### src/rtl/display_pkg.sv
// Shared types and 7-segment glyph constants for the result display back-end.
// Segment vectors are ordered g..a and are active-low.
package display_pkg;

  typedef enum logic [1:0] {
    IDLE,
    CONVERT,
    UPDATE
  } state_e;

  localparam int unsigned BCD_DIGITS = 3;

  localparam logic [6:0] SEG_BLANK  = 7'h7F;
  localparam logic [6:0] SEG_0      = 7'b1000000;
  localparam logic [6:0] SEG_1      = 7'b1111001;
  localparam logic [6:0] SEG_2      = 7'b0100100;
  localparam logic [6:0] SEG_3      = 7'b0110000;
  localparam logic [6:0] SEG_4      = 7'b0011001;
  localparam logic [6:0] SEG_5      = 7'b0010010;
  localparam logic [6:0] SEG_6      = 7'b0000010;
  localparam logic [6:0] SEG_7      = 7'b1111000;
  localparam logic [6:0] SEG_8      = 7'b0000000;
  localparam logic [6:0] SEG_9      = 7'b0010000;
  localparam logic       SEG_DP_OFF = 1'b1;

endpackage

### src/rtl/seg7_decode.sv
// Combinational BCD digit to active-low 7-segment decoder with a blank override.
module seg7_decode
  import display_pkg::*;
(
  input  logic [3:0] digit,
  input  logic       blank,
  output logic [6:0] seg
);

  always_comb begin
    seg = SEG_BLANK;
    if (!blank) begin
      case (digit)
        4'd0:    seg = SEG_0;
        4'd1:    seg = SEG_1;
        4'd2:    seg = SEG_2;
        4'd3:    seg = SEG_3;
        4'd4:    seg = SEG_4;
        4'd5:    seg = SEG_5;
        4'd6:    seg = SEG_6;
        4'd7:    seg = SEG_7;
        4'd8:    seg = SEG_8;
        4'd9:    seg = SEG_9;
        default: seg = SEG_BLANK;
      endcase
    end
  end

endmodule

### src/rtl/result_display.sv
// Captures a result on load, converts it to BCD by sequential double-dabble and
// registers the decoded digits, overflow glyph and decimal points onto four displays.
module result_display
  import display_pkg::*;
#(
  parameter bit          BLANK_LZ = 1'b1,
  parameter int unsigned WIDTH    = 8
) (
  input  logic             clk,
  input  logic             reset_n,
  input  logic             load,
  input  logic [WIDTH-1:0] value,
  input  logic             addSubOverflow,
  input  logic [1:0]       multdivOverflow,
  output logic [7:0]       hex0,
  output logic [7:0]       hex1,
  output logic [7:0]       hex2,
  output logic [7:0]       hex3,
  output logic             busy,
  output logic             done
);

  localparam int unsigned BcdW = 4 * BCD_DIGITS;
  localparam int unsigned CntW = (WIDTH > 1) ? $clog2(WIDTH) : 1;
  localparam logic [CntW-1:0] CntLast = CntW'(WIDTH - 1);

  state_e            state_q;
  logic [CntW-1:0]   cnt_q;
  logic [WIDTH-1:0]  bin_q;
  logic [BcdW-1:0]   bcd_q;
  logic              asov_q;
  logic [1:0]        mdov_q;

  logic [BcdW-1:0]       bcd_adj;
  logic [BcdW+WIDTH-1:0] shifted;
  logic [3:0]            nib;

  // One double-dabble step: correct every nibble >= 5, then shift the pair left.
  always_comb begin
    bcd_adj = '0;
    nib     = '0;
    for (int i = 0; i < int'(BCD_DIGITS); i++) begin
      nib = bcd_q[4*i +: 4];
      bcd_adj[4*i +: 4] = (nib >= 4'd5) ? nib + 4'd3 : nib;
    end
    shifted = {bcd_adj, bin_q} << 1;
  end

  logic [3:0] d_hund, d_tens, d_ones;
  logic       blank_hund, blank_tens;
  logic [6:0] seg_hund, seg_tens, seg_ones;

  assign d_hund     = bcd_q[11:8];
  assign d_tens     = bcd_q[7:4];
  assign d_ones     = bcd_q[3:0];
  assign blank_hund = BLANK_LZ && (d_hund == 4'd0);
  assign blank_tens = blank_hund && (d_tens == 4'd0);

  seg7_decode u_dec_hund (.digit(d_hund), .blank(blank_hund), .seg(seg_hund));
  seg7_decode u_dec_tens (.digit(d_tens), .blank(blank_tens), .seg(seg_tens));
  seg7_decode u_dec_ones (.digit(d_ones), .blank(1'b0),       .seg(seg_ones));

  always_ff @(posedge clk or negedge reset_n) begin
    if (!reset_n) begin
      state_q <= IDLE;
      cnt_q   <= '0;
      bin_q   <= '0;
      bcd_q   <= '0;
      asov_q  <= 1'b0;
      mdov_q  <= 2'b00;
      hex0    <= 8'hFF;
      hex1    <= 8'hFF;
      hex2    <= 8'hFF;
      hex3    <= 8'hFF;
      busy    <= 1'b0;
      done    <= 1'b0;
    end else begin
      done <= 1'b0;
      unique case (state_q)
        IDLE: begin
          if (load) begin
            bin_q   <= value;
            asov_q  <= addSubOverflow;
            mdov_q  <= multdivOverflow;
            bcd_q   <= '0;
            cnt_q   <= '0;
            busy    <= 1'b1;
            state_q <= CONVERT;
          end
        end
        CONVERT: begin
          {bcd_q, bin_q} <= shifted;
          cnt_q          <= cnt_q + 1'b1;
          if (cnt_q == CntLast) state_q <= UPDATE;
        end
        UPDATE: begin
          hex0    <= {~mdov_q[0], seg_ones};
          hex1    <= {~mdov_q[1], seg_tens};
          hex2    <= {SEG_DP_OFF, seg_hund};
          hex3    <= {SEG_DP_OFF, asov_q ? SEG_0 : SEG_BLANK};
          busy    <= 1'b0;
          done    <= 1'b1;
          state_q <= IDLE;
        end
        default: state_q <= IDLE;
      endcase
    end
  end

endmodule

### config.mk
export PLATFORM = sky130hd
export DESIGN_NAME = result_display
export DESIGN_NICKNAME = d
export VERILOG_FILES = /design/src/rtl/display_pkg.sv /design/src/rtl/seg7_decode.sv /design/src/rtl/result_display.sv
export SDC_FILE = /design/constraint.sdc
export NUM_CORES = 1
export LEC_CHECK = 0
export CAP_MARGIN = 20
export CORE_UTILIZATION = 49
export CTS_CLUSTER_SIZE = 10
export DETAILED_ROUTE_END_ITERATION = 8
export PLACE_DENSITY = 0.87
export SLEW_MARGIN = 30
export SYNTH_ARGS = -nofsm -noshare
export SYNTH_HDL_FRONTEND = slang
export SYNTH_HIERARCHICAL = 1
export SYNTH_SLANG_ARGS = --single-unit
### constraint.sdc
create_clock -name clk -period 1.76 [get_ports clk]
set_input_delay 0.528 -clock clk [delete_from_list [all_inputs] [get_ports clk]]
set_output_delay 0.528 -clock clk [all_outputs]
set_load 0.02 [all_outputs]
==> impl_results.md, run 1 <==
* Status: complete, but fails checks
* Failing checks: DRC
* Port bufs at 44
* Worst Path Arrival at approximately 1200 ps
* P_leak at 0.00183 µW
* Synth top cells by count: nand2_1, dfrtp_1, dfstp_2, ha_1, inv_1
* Layout cell share with drive strength beyond 1 at 20.8%
* Synthesized area at 3300 µm²
* Post-route minimum period at 1720 ps
* Post-DP Area at between 3000 and 4000 µm²
* Worst path cell trace: dlygate4sd2_1
* Power per Cell Area at 1830 nW/µm²
* Slowest stage cell on the critical path: dfstp_2
* Clock slew at reported path FFs at 100 ps
* Post-Route WL at 6510 µm
* Synth warn at 6
* Final clock skew at about 9 ps
* Peak fanout along the critical path at 2
* Startpoint types: flip-flop
* Final setup viols at 0
* Area Growth Syn to Fin at 19.2%
* Design Power at 7200 µW
* Die X at 84.0 µm
* Post-synth cell types at 46
* Core Area at 6420 µm²
* Final HPWL DP at ~4600 µm
* Final period util at 97.6%
* Hold violation total from the final report at 0
* Initial antenna violation count at 0
* CP bufs+invs at 1
* Root buf cell: clkbuf_8
* Setup crit start: hex2[4]
* Post-Layout Cell Count at 490
* Gpl congestion at 0.818
* Starting density of the core at 51.4%
* Register area at 1380 µm²
* CTS tree: done
* TritonCTS buffer count at 5
* Die Y at 84.0 µm
* Post-synth EDFFs at 0
* Initial DRC Count at 164
* Crit end category: output port
* Ys flop type: dfrtp_1
* Fmax at 0.582 GHz
* Total track usage at 20.5%
* # IOs at 48
* Dpl ws at -128 ps
* Met3 Routed Length at ~240 µm
* Fin. max-slew vios at 0
* Reg2reg start: bcd_q[8]
* Routed len/inst at 13.3 µm
* Largest net degree at the start of global routing at 55
* Area of the multi-input gates at 1680 µm²
* Yosys top cell by area: dfrtp_1
* Num rows at 29
* Reg-to-reg slack, setup at between 100 and 150 ps
* Placed insts at 482
* Synth top area share at 22.8%
* WHS at approximately 190 ps
* Final Net Count at 450
* First-pass GRT wire length at 11700 µm
* Worst endpoint required time at 1230 ps
* Synth area leaders: dfrtp_1, dfstp_2, nand2_1, ha_1, o21ai_0
* Top sig layer: met4
* #FFs+latches synth at 54
* First-pass iteration count of the detailed router at 6
* Routed length on met1 at 2890 µm
* Via count at 2537
* H-tree depth at 2
* Cell area after layout at 3930 µm²
* Cell count after synthesis at 356
* Peak supply drop at about 0.00078 V
* Residual DRC at 12
* Hold buffers post-CTS at 0
* Critical path's top delay family: flip-flops
* Final worst slack at 41.4 ps
* Routed vias/inst at 5.18
* Grt ovf at 0
* Clock Path Buffers at 2
* Mean area per synthesized cell at between 9 and 10 µm²
* Asr flop ratio synth at between 90% and 100%
* Vias in the first global route at 2618
* Most common cell in the netlist: nand2_1
* Register area share after synthesis at between 40% and 50%
* Clock sink total at 54
* Crit path largest cell delay at 550 ps
* Max_cap viols at 0
* Remaining antenna violation count at 0
* Clk_lat worst skew at roughly 310 ps
* Die area at approximately 7100 µm²
* Type of the worst min-delay path: input port to asynchronous set/reset pin
* Antenna cells at 0
* Kind of critical path: flip-flop to output port
* RSZ-0062 raised after global routing: false
* Met2 WL at 3270 µm
* Filler cells at 561
sequential cells by signal (all words and copies together) (netlist names):
register  count
asov_q        1
bcd_q        12
bin_q         8
busy          1
cnt_q         3
done          1
hex0          8
hex1          8
hex2          7
hex3          1
mdov_q        2
state_q       2
worst paths after layout:
kind                             to  cells after the start
max                         hex2[4]                      1
min                        bin_q[3]                      2
max reg2reg                 hex1[0]                      8
min reg2reg                 hex3[4]                      1
max in group asynchronous   hex2[2]                      2
min in group clk            hex3[4]                      1
metrics by stage:
stage	utilization [%]	setup TNS [ps]
floorplan	-	0
global placement	60.1	-460
detailed placement	60.1	-1020
CTS	61.4	0
global route	61.2	0
finish	61.2	0
layout make-up:
type | instances | area share [%]
clock inverters | 3 | 1.21
inverters | 24 | 2.29
well taps | 77 | 2.45
clock buffers | 5 | 1.75
flip-flops and latches | 54 | 35.2
multi-input cells | 262 | 42.6
repair buffers | 65 | 14.5
metal layers:
metal / GRT usage [%] / up-vias
li1: - / 1277
met1: 25.7 / 1191
met2: 35.1 / 58
met3: 3.66 / 11
met4: 8.15 / 0
met5: 0 / -
kinds of logic after synthesis:
family          share of synthesized area (%)
compound gates                           16.5
xor+xnor                                 1.06
fa+ha+maj                                9.10
buf+inv                                  8.42
flops                                    41.9
mux                                      3.45
other cells                             0.228
simple gates                             19.3
timing repair:
| item | CTS | global route |
|---|---|---|
| resized for setup | 39 | 8 |
| setup endpoints to repair | 31 | 10 |
| buffers inserted | 0 | 0 |
placed cells by master, fill, tap and decap left out, types with 8 or more instances in the layout:
cell,instances
inv_1,23
nor2_1,8
a21oi_1,17
dfrtp_1,29
nand2_1,90
mux2i_1,8
clkdlybuf4s50_1,12
o21ai_0,19
dlygate4sd2_1,24
dfstp_2,24
ha_1,23
nand2b_1,12
buf_4,19
conb_1,10
power breakdown:
group / internal [µW] / switching [µW] / total, µW / leakage [µW]
combinational: 1700 / 2320 / 4020 / 0.00114
sequential: 1940 / 370 / 2310 / 0.000634
clock: 432 / 435 / 867 / 0.0000587
total: 4080 / 3120 / 7200 / 0.00183
Note: power is estimated with default switching activity, not from simulation.
==> run 2: changes to the inputs <==
- TNS_END_PERCENT: unset -> 10
==> run 2 against run 1 <==
Compared with the run above:
- the run still ends with DRC left
- sequential share of layout area grew 0.11 points
- fmax is essentially flat
- non-clock buffer count stayed put
- register-to-register slack barely moved
- critical path type unchanged
- critical endpoint unchanged
- largest power group unchanged
==> impl_results.md, run 2 (same netlist as run 1, synthesis figures left out) <==
* Post-Layout Cell Count at 490 (unchanged)
* Initial DRC Count at 164 (unchanged)
* Post-route minimum period at 1720 ps (-0.0844 ps)
* Worst path cell trace: dlygate4sd2_1
* Placed insts at 482 (unchanged)
* Clock slew at reported path FFs at 100 ps (about the same)
* Starting density of the core at 51.4% (unchanged)
* Power per Cell Area at 1830 nW/µm² (+0.10%)
* Gpl congestion at 0.818 (unchanged)
* H-tree depth at 2 (unchanged)
* Crit end category: output port
* Initial antenna violation count at 0 (unchanged)
* Max reg flops at 12 (unchanged)
* Slowest stage cell on the critical path: dfstp_2
* Routed len/inst at 13.3 µm (unchanged)
* Clock sink total at 54 (unchanged)
* Worst Path Arrival at 1190 ps (about the same)
* Type of the worst min-delay path: input port to asynchronous set/reset pin
* Leading cell type in the layout, fill and taps excluded: nand2_1
* Vias in the first global route at 2618 (unchanged)
* Routed length on met1 at 2910 µm (+0.73%)
* Die Y at 84.0 µm (unchanged)
* Final clock skew at 9.02 ps (-0.163 ps)
* CP bufs+invs at 1 (unchanged)
* Grt ovf at 0 (unchanged)
* Setup crit start: hex2[4]
* Largest net degree at the start of global routing at 55 (unchanged)
* Reg2reg path depth at 8 (unchanged)
* Startpoint types: flip-flop
* CTS tree: done
* Antenna cells at 0 (unchanged)
* First-pass GRT wire length at 11700 µm (unchanged)
* Critical path's top delay family: flip-flops
* Hold buffers post-CTS at 0 (unchanged)
* Final worst slack at 41.5 ps (+0.0844 ps)
* Routed vias/inst at 5.17 (-0.20%)
* Stages on worst setup path at 1 (unchanged)
* Final Net Count at 450 (unchanged)
* Num rows at 29 (unchanged)
* Final HPWL DP at 4620 µm (unchanged)
* Largest Register: bcd_q
* Core Area at 6420 µm² (unchanged)
* Clock Path Buffers at 2 (unchanged)
* Fin. max-slew vios at 0 (unchanged)
* Fmax at 0.582 GHz (about the same)
* Setup Buffers After CTS at 0 (unchanged)
* Area Growth Syn to Fin at 18.9%
* Die X at 84.0 µm (unchanged)
* Kind of critical path: flip-flop to output port
* WHS at 187 ps (-0.0240 ps)
* Layout cell share with drive strength beyond 1 at 20.8% (unchanged)
* First-pass iteration count of the detailed router at 6 (unchanged)
* TritonCTS buffer count at 5 (unchanged)
* Failing checks: DRC
* Residual DRC at 12 (unchanged)
* Peak fanout along the critical path at 2 (unchanged)
* # IOs at 48 (unchanged)
* Clk_lat worst skew at 310 ps (about the same)
* Via count at 2532 (-0.20%)
* Reg2reg start: bcd_q[8]
* Peak supply drop at 0.000766 V (-1.3%)
* Design Power at 7180 µW (-0.22%)
* Dpl ws at -128 ps (unchanged)
* Met2 WL at 3270 µm (-0.12%)
* Hold violation total from the final report at 0 (unchanged)
* Crit path largest cell delay at 550 ps (about the same)
* Die area at 7060 µm² (unchanged)
* Final period util at 97.6% (about the same)
* Filler cells at 562 (+0.18%)
* Final setup viols at 0 (unchanged)
* Post-Route WL at 6510 µm (unchanged)
* Met3 Routed Length at 222 µm (-6.7%)
* Most frequent cells in the layout: nand2_1, dfrtp_1, dfstp_2, dlygate4sd2_1
* Status: complete, but fails checks
* P_leak at 0.00183 µW (about the same)
* Root buf cell: clkbuf_8
* Max_cap viols at 0 (unchanged)
* Top sig layer: met4
* Port bufs at 44 (unchanged)
* Worst endpoint required time at 1230 ps (about the same)
* Remaining antenna violation count at 0 (unchanged)
* RSZ-0062 raised after global routing: false
* Total track usage at 20.5% (unchanged)
[run 2: what timing repair did]
action,CTS,global route
resized for setup,34,13
endpoints found under the setup margin,31,12
pin swaps,0,0
[run 2: through the flow]
stage	area, µm²	setup TNS, ps	util (%)
2_1_floorplan	3330	0	-
3_3_place_gp	3860	-460	60.1
4_1_cts	3940	-65.3	61.3
3_5_place_dp	3860	-1020	60.1
5_1_grt	3920	0	61.0
6_report	3920	0	61.0
[run 2: layout make-up]
type                    count  area (µm²)  share of cell area, %
clock inverters             3        47.5                   1.21
flip-flops and latches     54        1380                   35.3
repair buffers             65         558                   14.2
inverters                  24        90.1                   2.30
clock buffers               5        68.8                   1.76
multi-input cells         262        1680                   42.8
well taps                  77        96.3                   2.46
[run 2: final timing paths]
kind,slack (ps),endpoint
hold / removal,190,bin_q[3]
max in group asynchronous,1280,hex2[2]
hold reg to reg,430,hex3[4]
setup / recovery,40,hex2[4]
setup reg to reg,130,hex1[0]
min in group clk,430,hex3[4]
[run 2: report_power, final]
group	internal, µW	switching, µW
Combinational	1680	2320
Sequential	1940	370
Clock	432	435
[run 2: per-layer routing]
layer	vias up	GRT usage (%)
li1	1278	-
met1	1190	25.7
met2	53	35.1
met3	11	3.66
met4	0	8.15
met5	-	0
==> run 3: changes to the inputs <==
- CAP_MARGIN: 20 -> 40
- SKIP_LAST_GASP: unset -> 1
==> run 3 against run 2 <==
Compared with the run above:
- the run ends with DRC, setup timing left
- setup slack worse by 270 ps
- routed wire length down 0.57%
- via count is 0.20% higher
- register-to-register slack worse by 60 ps
- global-route usage hardly changed
- clock-buffer cell count unchanged
- cell count stayed put
- flip-flop and latch count is the same
- non-clock buffer count unchanged
- sequential share of layout area decreased by 0.53 points
- die area stayed put
- critical path type unchanged
==> impl_results.md, run 3 (same netlist as run 1, synthesis figures left out) <==
* Final Net Count at 450 (unchanged)
* Startpoint types: flip-flop
* Largest Register: bcd_q
* Crit path largest cell delay at 600 ps (+50 ps)
* # IOs at 48 (unchanged)
* Slowest stage cell on the critical path: clkdlybuf4s50_1
* Reg2reg path depth at 7 (-1)
* Hold violation total from the final report at 0 (unchanged)
* Power per Cell Area at 1850 nW/µm² (+0.82%)
* Leading cell type in the layout, fill and taps excluded: nand2_1
* Type of the worst min-delay path: input port to asynchronous set/reset pin
* Worst r2r dst: hex1[0]
* Die X at 84.0 µm (unchanged)
* Routed len/inst at 13.2 µm (-0.57%)
* Die Y at 84.0 µm (unchanged)
* Grt ovf at 0 (unchanged)
* Clock slew at reported path FFs at 100 ps (about the same)
* Die area at 7060 µm² (unchanged)
* Status: complete, but fails checks
* Residual DRC at 12 (unchanged)
* Peak fanout along the critical path at 2 (unchanged)
* Vias in the first global route at 2610 (-0.31%)
* Via count at 2537 (+0.20%)
* Critical path's top delay family: buffers and inverters
* Worst endpoint required time at 1230 ps (about the same)
* Num rows at 29 (unchanged)
* Total track usage at 20.5% (-0.043 points)
* Max_cap viols at 0 (unchanged)
* Root buf cell: clkbuf_8
* Antenna cells at 0 (unchanged)
* Failing checks: DRC, setup timing
* Post-route minimum period at 1990 ps (+269 ps)
* Worst path cell trace: clkdlybuf4s50_1
* P_leak at 0.00184 µW (+0.13%)
* Clk_lat worst skew at 310 ps (about the same)
* CTS tree: done
* Starting density of the core at 51.4% (unchanged)
* Initial antenna violation count at 0 (unchanged)
* First-pass GRT wire length at 11700 µm (-0.23%)
* Cell area after layout at 3980 µm² (+1.4%)
* Peak supply drop at 0.000781 V (+2.0%)
* Clock sink total at 54 (unchanged)
* Top sig layer: met4
* Routed vias/inst at 5.18 (+0.20%)
* Setup Buffers After CTS at 0 (unchanged)
* RSZ-0062 raised after global routing: true
* Reg-to-reg slack, setup at 70 ps (-60 ps)
* Reg2reg start: bcd_q[5]
* Final worst slack at -227 ps (-269 ps)
* Final core utilization at 61.9% (+0.88 points)
* CP bufs+invs at 1 (unchanged)
* Area Growth Syn to Fin at 20.6%
* Layout cell share with drive strength beyond 1 at 18.9% (-1.9 points)
* H-tree depth at 2 (unchanged)
* Remaining antenna violation count at 0 (unchanged)
* Routed length on met1 at 2900 µm (-0.24%)
* Final HPWL DP at 4620 µm (unchanged)
* Kind of critical path: flip-flop to output port
* First-pass iteration count of the detailed router at 6 (unchanged)
* Max reg flops at 12 (unchanged)
* Initial DRC Count at 149 (-9.1%)
* Fin. max-slew vios at 0 (unchanged)
* Final setup viols at 24 (+24)
* Gpl congestion at 0.818 (unchanged)
* Fmax at 0.503 GHz (-14%)
* Met3 Routed Length at 194 µm (-13%)
* Port bufs at 44 (unchanged)
* Setup crit start: hex0[2]
* Worst Path Arrival at 1460 ps (+270 ps)
* Final period util at 113% (+15 points)
* Largest net degree at the start of global routing at 55 (unchanged)
* Most frequent cells in the layout: nand2_1, clkdlybuf4s50_1, dfrtp_1
* Post-Route WL at 6470 µm (-0.57%)
* Post-DP Area at 3860 µm² (unchanged)
* Hold buffers post-CTS at 0 (unchanged)
* TritonCTS buffer count at 5 (unchanged)
* Clock Path Buffers at 2 (unchanged)
* Core Area at 6420 µm² (unchanged)
* Final clock skew at 7.51 ps (-1.52 ps)
* Crit end category: output port
* Resize count post-CTS at 9 (-74%)
* Met2 WL at 3260 µm (-0.31%)
==> run 3: power by group <==
part	switching (µW)	leakage [µW]	internal (µW)
sequential	377	0.000635	1940
clock	434	0.0000587	432
combinational	2300	0.00114	1860
total	3110	0.00184	4230
==> run 3: final cells by class <==
type / instances / area (µm²)
fill: 546 / 2450
inverter: 24 / 90.1
tap: 77 / 96.3
multi-input combinational: 262 / 1670
clock buffer: 5 / 68.8
sequential: 54 / 1380
timing repair buffer: 65 / 619
clock inverter: 3 / 47.5
==> run 3: worst max-delay path by stage <==
stage                      to  slack, ps  depth (start not counted)
CTS                   hex1[7]       -240                          1
detailed placement  mdov_q[1]       -130                          4
floorplan             hex1[0]         30                          8
finish                hex0[2]       -230                          1
global placement    mdov_q[0]        -90                          4
global route          hex0[7]       -270                          1
==> run 3: metal layers <==
layer | global-route usage (%) | vias to the layer above
met1 | 25.7 | 1192
met5 | 0 | -
met4 | 8.15 | 0
li1 | - | 1277
met2 | 35.0 | 55
met3 | 3.66 | 13
==> run 3: metrics by stage <==
| step | power [µW] | std cells | setup WS (ps) | setup TNS, ps | hold slack (ps) |
|---|---|---|---|---|---|
| after floorplan | 5270 | 364 | 28.7 | 0 | 232 |
| after global placement | 6340 | 482 | -92.3 | -460 | 415 |
| after detailed placement | 6560 | 482 | -128 | -1020 | 414 |
| after CTS | 7410 | 490 | -242 | -5210 | 193 |
| after global routing | 7980 | 490 | -266 | -5590 | 203 |
| final | 7350 | 490 | -227 | -4130 | 186 |
